[config.mk]
export PLATFORM = sky130hd
export DESIGN_NAME = cd_tx_frame_ctrl
export DESIGN_NICKNAME = d
export VERILOG_FILES = /design/src/rtl/cd_tx_frame_ctrl.sv
export SDC_FILE = /design/constraint.sdc
export NUM_CORES = 1
export LEC_CHECK = 0
export BUFFER_PORTS_ARGS = -buffer_cell sky130_fd_sc_hd__buf_4
export CORE_UTILIZATION = 28
export DETAILED_ROUTE_END_ITERATION = 12
export PLACE_DENSITY = 0.58
export SLEW_MARGIN = 20
export SYNTH_ARGS = -nofsm -noshare
export SYNTH_HDL_FRONTEND = slang
export SYNTH_SLANG_ARGS = --single-unit
[constraint.sdc]
create_clock -name clk -period 2.9 [get_ports clk]
set_clock_uncertainty 0.2 [all_clocks]
set_input_delay 0.58 -clock clk [delete_from_list [all_inputs] [get_ports clk]]
set_output_delay 0.58 -clock clk [all_outputs]
set_load 0.05 [all_outputs]
[src/rtl/cd_tx_frame_ctrl.sv]
// rtl/cd_tx_frame_ctrl.sv - frame sequencer feeding payload and CRC bytes to the TX serializer
module cd_tx_frame_ctrl #(
    parameter int ADDR_W = 8
) (
    input  logic              clk,
    input  logic              reset_n,
    input  logic              start,
    input  logic [ADDR_W-1:0] frame_len,
    input  logic [3:0]        max_retry,
    input  logic              break_req,
    input  logic              cancel,
    output logic              rd_en,
    output logic [ADDR_W-1:0] rd_addr,
    input  logic [7:0]        rd_data,
    output logic [7:0]        data,
    output logic              has_data,
    input  logic              ack_data,
    output logic              is_crc_byte,
    output logic              is_last_byte,
    input  logic [15:0]       crc_data,
    output logic              has_break,
    input  logic              ack_break,
    input  logic              cd,
    input  logic              err,
    output logic              abort,
    output logic              busy,
    output logic              done,
    output logic              fail,
    output logic [1:0]        fail_code,
    output logic [3:0]        retry_cnt
);

    typedef enum logic [2:0] {IDLE, FETCH, LOAD, SEND, CRC_L, CRC_H, BRK} state_t;

    localparam logic [ADDR_W-1:0] IDX_ONE = 1;

    state_t            state, state_n;
    logic [ADDR_W-1:0] idx, idx_n, len_q, len_n;
    logic [15:0]       crc_q, crc_n;
    logic [7:0]        data_n;
    logic              has_data_n, is_crc_n, is_last_n, has_break_n;
    logic              brk_pend, brk_pend_n;
    logic              abort_n, done_n, fail_n;
    logic [1:0]        fail_code_n;
    logic [3:0]        retry_n, retry_inc;

    assign rd_en   = (state == FETCH);
    assign rd_addr = idx;
    assign busy    = (state != IDLE);

    always_comb begin
        state_n     = state;
        idx_n       = idx;
        len_n       = len_q;
        crc_n       = crc_q;
        data_n      = data;
        has_data_n  = has_data;
        is_crc_n    = is_crc_byte;
        is_last_n   = is_last_byte;
        has_break_n = has_break;
        brk_pend_n  = brk_pend | break_req;
        abort_n     = 1'b0;
        done_n      = 1'b0;
        fail_n      = 1'b0;
        fail_code_n = fail_code;
        retry_n     = retry_cnt;
        retry_inc   = (retry_cnt == 4'hF) ? 4'hF : retry_cnt + 4'd1;

        if (cancel && state != IDLE) begin
            abort_n     = 1'b1;
            has_data_n  = 1'b0;
            has_break_n = 1'b0;
            is_crc_n    = 1'b0;
            is_last_n   = 1'b0;
            fail_n      = 1'b1;
            fail_code_n = 2'd0;
            brk_pend_n  = 1'b0;
            state_n     = IDLE;
        end else begin
            unique case (state)
                IDLE: begin
                    if (start) begin
                        if (frame_len == '0) begin
                            fail_n      = 1'b1;
                            fail_code_n = 2'd3;
                        end else begin
                            idx_n       = '0;
                            len_n       = frame_len;
                            retry_n     = 4'd0;
                            fail_code_n = 2'd0;
                            state_n     = FETCH;
                        end
                    end else if (brk_pend) begin
                        has_break_n = 1'b1;
                        state_n     = BRK;
                    end
                end
                FETCH: state_n = LOAD;
                LOAD: begin
                    data_n     = rd_data;
                    has_data_n = 1'b1;
                    state_n    = SEND;
                end
                SEND, CRC_L, CRC_H: begin
                    // An ack in the same cycle as err/cd is deliberately dropped.
                    if (err) begin
                        has_data_n  = 1'b0;
                        is_crc_n    = 1'b0;
                        is_last_n   = 1'b0;
                        fail_n      = 1'b1;
                        fail_code_n = 2'd2;
                        state_n     = IDLE;
                    end else if (cd) begin
                        has_data_n = 1'b0;
                        is_crc_n   = 1'b0;
                        is_last_n  = 1'b0;
                        retry_n    = retry_inc;
                        if (retry_inc > max_retry) begin
                            fail_n      = 1'b1;
                            fail_code_n = 2'd1;
                            state_n     = IDLE;
                        end else begin
                            idx_n   = '0;
                            state_n = FETCH;
                        end
                    end else if (ack_data) begin
                        if (state == SEND) begin
                            if (idx + IDX_ONE < len_q) begin
                                idx_n   = idx + IDX_ONE;
                                state_n = FETCH;
                            end else begin
                                crc_n    = crc_data;
                                data_n   = crc_data[7:0];
                                is_crc_n = 1'b1;
                                state_n  = CRC_L;
                            end
                        end else if (state == CRC_L) begin
                            data_n    = crc_q[15:8];
                            is_last_n = 1'b1;
                            state_n   = CRC_H;
                        end else begin
                            has_data_n = 1'b0;
                            is_crc_n   = 1'b0;
                            is_last_n  = 1'b0;
                            done_n     = 1'b1;
                            state_n    = IDLE;
                        end
                    end
                end
                BRK: begin
                    if (ack_break) begin
                        brk_pend_n  = 1'b0;
                        has_break_n = 1'b0;
                        state_n     = IDLE;
                    end
                end
                default: state_n = IDLE;
            endcase
        end
    end

    always_ff @(posedge clk or negedge reset_n) begin
        if (!reset_n) begin
            state        <= IDLE;
            idx          <= '0;
            len_q        <= '0;
            crc_q        <= '0;
            data         <= '0;
            has_data     <= 1'b0;
            is_crc_byte  <= 1'b0;
            is_last_byte <= 1'b0;
            has_break    <= 1'b0;
            brk_pend     <= 1'b0;
            abort        <= 1'b0;
            done         <= 1'b0;
            fail         <= 1'b0;
            fail_code    <= 2'd0;
            retry_cnt    <= 4'd0;
        end else begin
            state        <= state_n;
            idx          <= idx_n;
            len_q        <= len_n;
            crc_q        <= crc_n;
            data         <= data_n;
            has_data     <= has_data_n;
            is_crc_byte  <= is_crc_n;
            is_last_byte <= is_last_n;
            has_break    <= has_break_n;
            brk_pend     <= brk_pend_n;
            abort        <= abort_n;
            done         <= done_n;
            fail         <= fail_n;
            fail_code    <= fail_code_n;
            retry_cnt    <= retry_n;
        end
    end

endmodule

==> flow_summary.yaml <==
worst_setup_path:
  crit_fanout: 8
  crit_family: "simple AND/OR/NAND/NOR gates"
  cp.arrival_ps: 2820
  slowest_stage: "dfrtp_2"
  cpPeakStageDelay_ps: 450
  cp_num_buf_inv: 2
  rr_startpoint: "rd_addr[0]"
  worst_ep_required_time_ps: 2890
  crit_path_start: "rd_addr[0]"
  cp-end-kind: "flop"
  crit_chain: "and3_4 > nand3_4 > nor2_2 > xor2_1 > ha_1 > nand2_2 > nor3_4 > a21oi_4 > buf_6 > nor4_4 > buf_12 > mux2_4"
  start_kind: "flop"
  crit_type: "reg -> reg"
clock_tree:
  cts_buffers: 5
  htreeDepth: 2
  clock_latency_ps: 300
  path_clk_slew_ps: 90
  cts_tree: "built"
  cts_sinks: 49
  cts.path.max_buffers: 2
  cts_hold_buf: 0
  cts_root_buf: "clkbuf_8"
yosys:
  muxShareOfSynthArea_pct: 13.7
  synth_xor_xnor_area_share_pct: 1.69
  yosysUniqueCellTypes: 58
  yosys_warnings: 0
  synth_top_family_by_area: "compound AO/OA/AOI/OAI gates"
  avgSynthCellArea_um2: 9.95
  syn_area_um2: 3120
  synth_top_area_share_pct: 39.4
  synth_compound_area_share_pct: 19.0
  ys_ff_latch: 49
  syn_inst: 313
  synth.area.top_cells: "dfrtp_1 39%, mux2_2 10%, ha_1 5.2%"
  yosysTopAreaCell: "dfrtp_1"
  synth_fp_nets: 371
  synth_edf_count: 0
  yosys.area_share.simple_pct: 16.6
  async_reset_ff_share_pct: 100
  yosysSeqAreaShare_pct: 39.4
  synthFlopType: "dfrtp_1"
  synth_fa_ha_area_share_pct: 5.22
power:
  cellPowerDensity_nw_per_um2: 879
  seqPwrFrac_pct: 28.6
  pwr-share-clk_pct: 10.9
  comb_power_share_pct: 60.5
  p_sw_share_pct: 47.1
  p_leak_nw: 2.03
  power_mw: 3.71
  power.switching_mw: 1.75
  p_int_mw: 1.96
  ir_worst_vdd_uv: 379
sta:
  finalMaxSlewViolations: 0
  layout_setup_ws_ps: 67.1
  slew_headroom_pct: 57.9
  finalSetupViolations: 0
  setup_tns_ps: 0
  fin_crit_ps: 2830
  grt_setup_unrepaired: "true"
  hold_viol_final: 0
  max_freq_ghz: 0.353
  post-route-period-util_pct: 97.7
  worst_slew_pin_slew_ps: 631
  whs_ps: 93.3
global_routing:
  grt_pass1_vias: 2723
  grt_pass1_wl_mm: 13.8
  grt_max_degree: 50
  track_usage_pct: 15.2
  antenna_found_initial: 0
  grt_remaining_overflow: 0
cells_and_area:
  seq_area_um2: 1230
  syn_to_final_growth_pct: 35.5
  drive_gt1_share_pct: 41.7
  utilization_pct: 38.9
  layoutNonFillerInstCount: 545
  multiInputGateArea_um2: 1900
  diodes: 0
  final_cell_area_um2: 4220
  nFillCells: 1109
  nets: 462
place:
  dp_slack_ps: -67.3
  place_inst: 531
  post_dp_cell_area_um2: 4020
  place_hpwl_mm: 6.28
  place.gp.congestion: 0.838
  io_buffers: 75
detailed_routing:
  vias: 2710
  wl_per_cell_um: 15.3
  wirelength_mm: 8.31
  dr.pass1.iters: 4
  antenna_left: 0
  drc_errors: 0
  vias_per_cell: 4.97
  drt_first_iter_violations: 110
die:
  initial_core_util_pct: 28.7
  coreArea_um2: 10800
  die_w_um: 107
  ioPinCount: 76
  die_h_um: 107
  die_area_um2: 11600
  num_rows: 38
run:
  drv_cap: 0
status:
  outcome: "finished, final reports clean"
worst_hold_path:
  holdCritPathClass: "in -> async"
Yosys cell counts, drive strengths merged (2+ instances only):
master  count
xnor2       3
clkbuf      8
inv        17
or2         2
xor2        3
and2        4
a31o        2
nor3b       3
mux2i      11
ha         13
a21oi      10
nor3        8
nand3       6
mux2       28
o41ai       3
nor2b       2
nand4       2
nand2      33
and3        5
a211oi      2
a31oi       2
o21ai      27
nand2b      2
buf         7
a211o       2
nor2       13
or3         3
o31ai       5
o21a        5
nor4        5
a21boi      3
a221o       3
a22o        5
dfrtp      49
nand3b      3
logic make-up (layout without fill, tap and decap cells):
group | count (synthesis) | after routing
adder cells (fa/ha/maj) | 13 | 13
multiplexers | 39 | 39
XOR/XNOR | 6 | 6
flip-flops | 49 | 49
AND/OR/NAND/NOR | 94 | 94
AO/OA/AOI/OAI | 80 | 80
buffers and inverters | 32 | 124
flip-flops by register name (all words and copies together), names as in the netlist:
| register | flops |
|---|---|
| abort | 1 |
| brk_pend | 1 |
| crc_q | 8 |
| data | 8 |
| done | 1 |
| fail | 1 |
| fail_code | 2 |
| has_break | 1 |
| has_data | 1 |
| is_crc_byte | 1 |
| is_last_byte | 1 |
| len_q | 8 |
| rd_addr | 8 |
| retry_cnt | 4 |
| state | 3 |
power by group through the flow:
stage	clock, mW	combinational [mW]	sequential, mW
after floorplan	0	1.18	1.43
after detailed placement	0	2.17	1.08
after global routing	0.460	2.43	1.09
after CTS	0.422	2.18	1.06
after global placement	0	2.14	1.07
final	0.404	2.25	1.06
final cells by class:
class / count / share of cell area (%)
clock buffers: 5 / 1.63
flip-flops and latches: 49 / 29.2
repair buffers: 99 / 18.1
multi-input cells: 232 / 45.0
clock inverters: 3 / 0.415
well taps: 140 / 4.15
inverters: 17 / 1.51
layout by cell type, fill, tap and decap left out, types with 3 or more instances in the layout:
master     n
clkbuf_8   5
mux2_4     9
nand2_1   32
a221o_1    3
nor2_1    11
buf_4     96
nand3_1    3
mux2_2    19
a22o_1     5
dfrtp_2    5
o21a_1     5
ha_1      11
dfrtp_1   44
mux2i_1   11
inv_1     17
and3_1     4
and2_1     3
nor3b_1    3
o31ai_1    4
nor3_1     6
nor4_1     4
xor2_1     3
a21oi_1    9
o21ai_0   25
routing by layer:
layer,up-vias,track usage (%),share of wire (%)
li1,1319,-,-
met1,1313,20.8,48
met2,75,24.5,46
met3,3,3.75,5.9
met4,0,2.15,0.34
met5,-,0,0
path summary, 6_finish.rpt:
path	end	slack, ps	depth (start not counted)
worst max-delay path	crc_q[13]	70	12
worst min-delay path	retry_cnt[1]	90	1
worst max register to register	crc_q[13]	70	12
worst min register to register	is_crc_byte	310	1
max in group asynchronous	rd_addr[0]	1950	1
min in group clk	len_q[3]	290	3
repair_timing:
item / 4_1_cts / 5_1_grt
buffers inserted: 1 / 5
pin swaps: 3 / 9
setup endpoints to repair: 11 / 22
gates resized for setup: 3 / 10
Power figures use the tool's default switching activity.
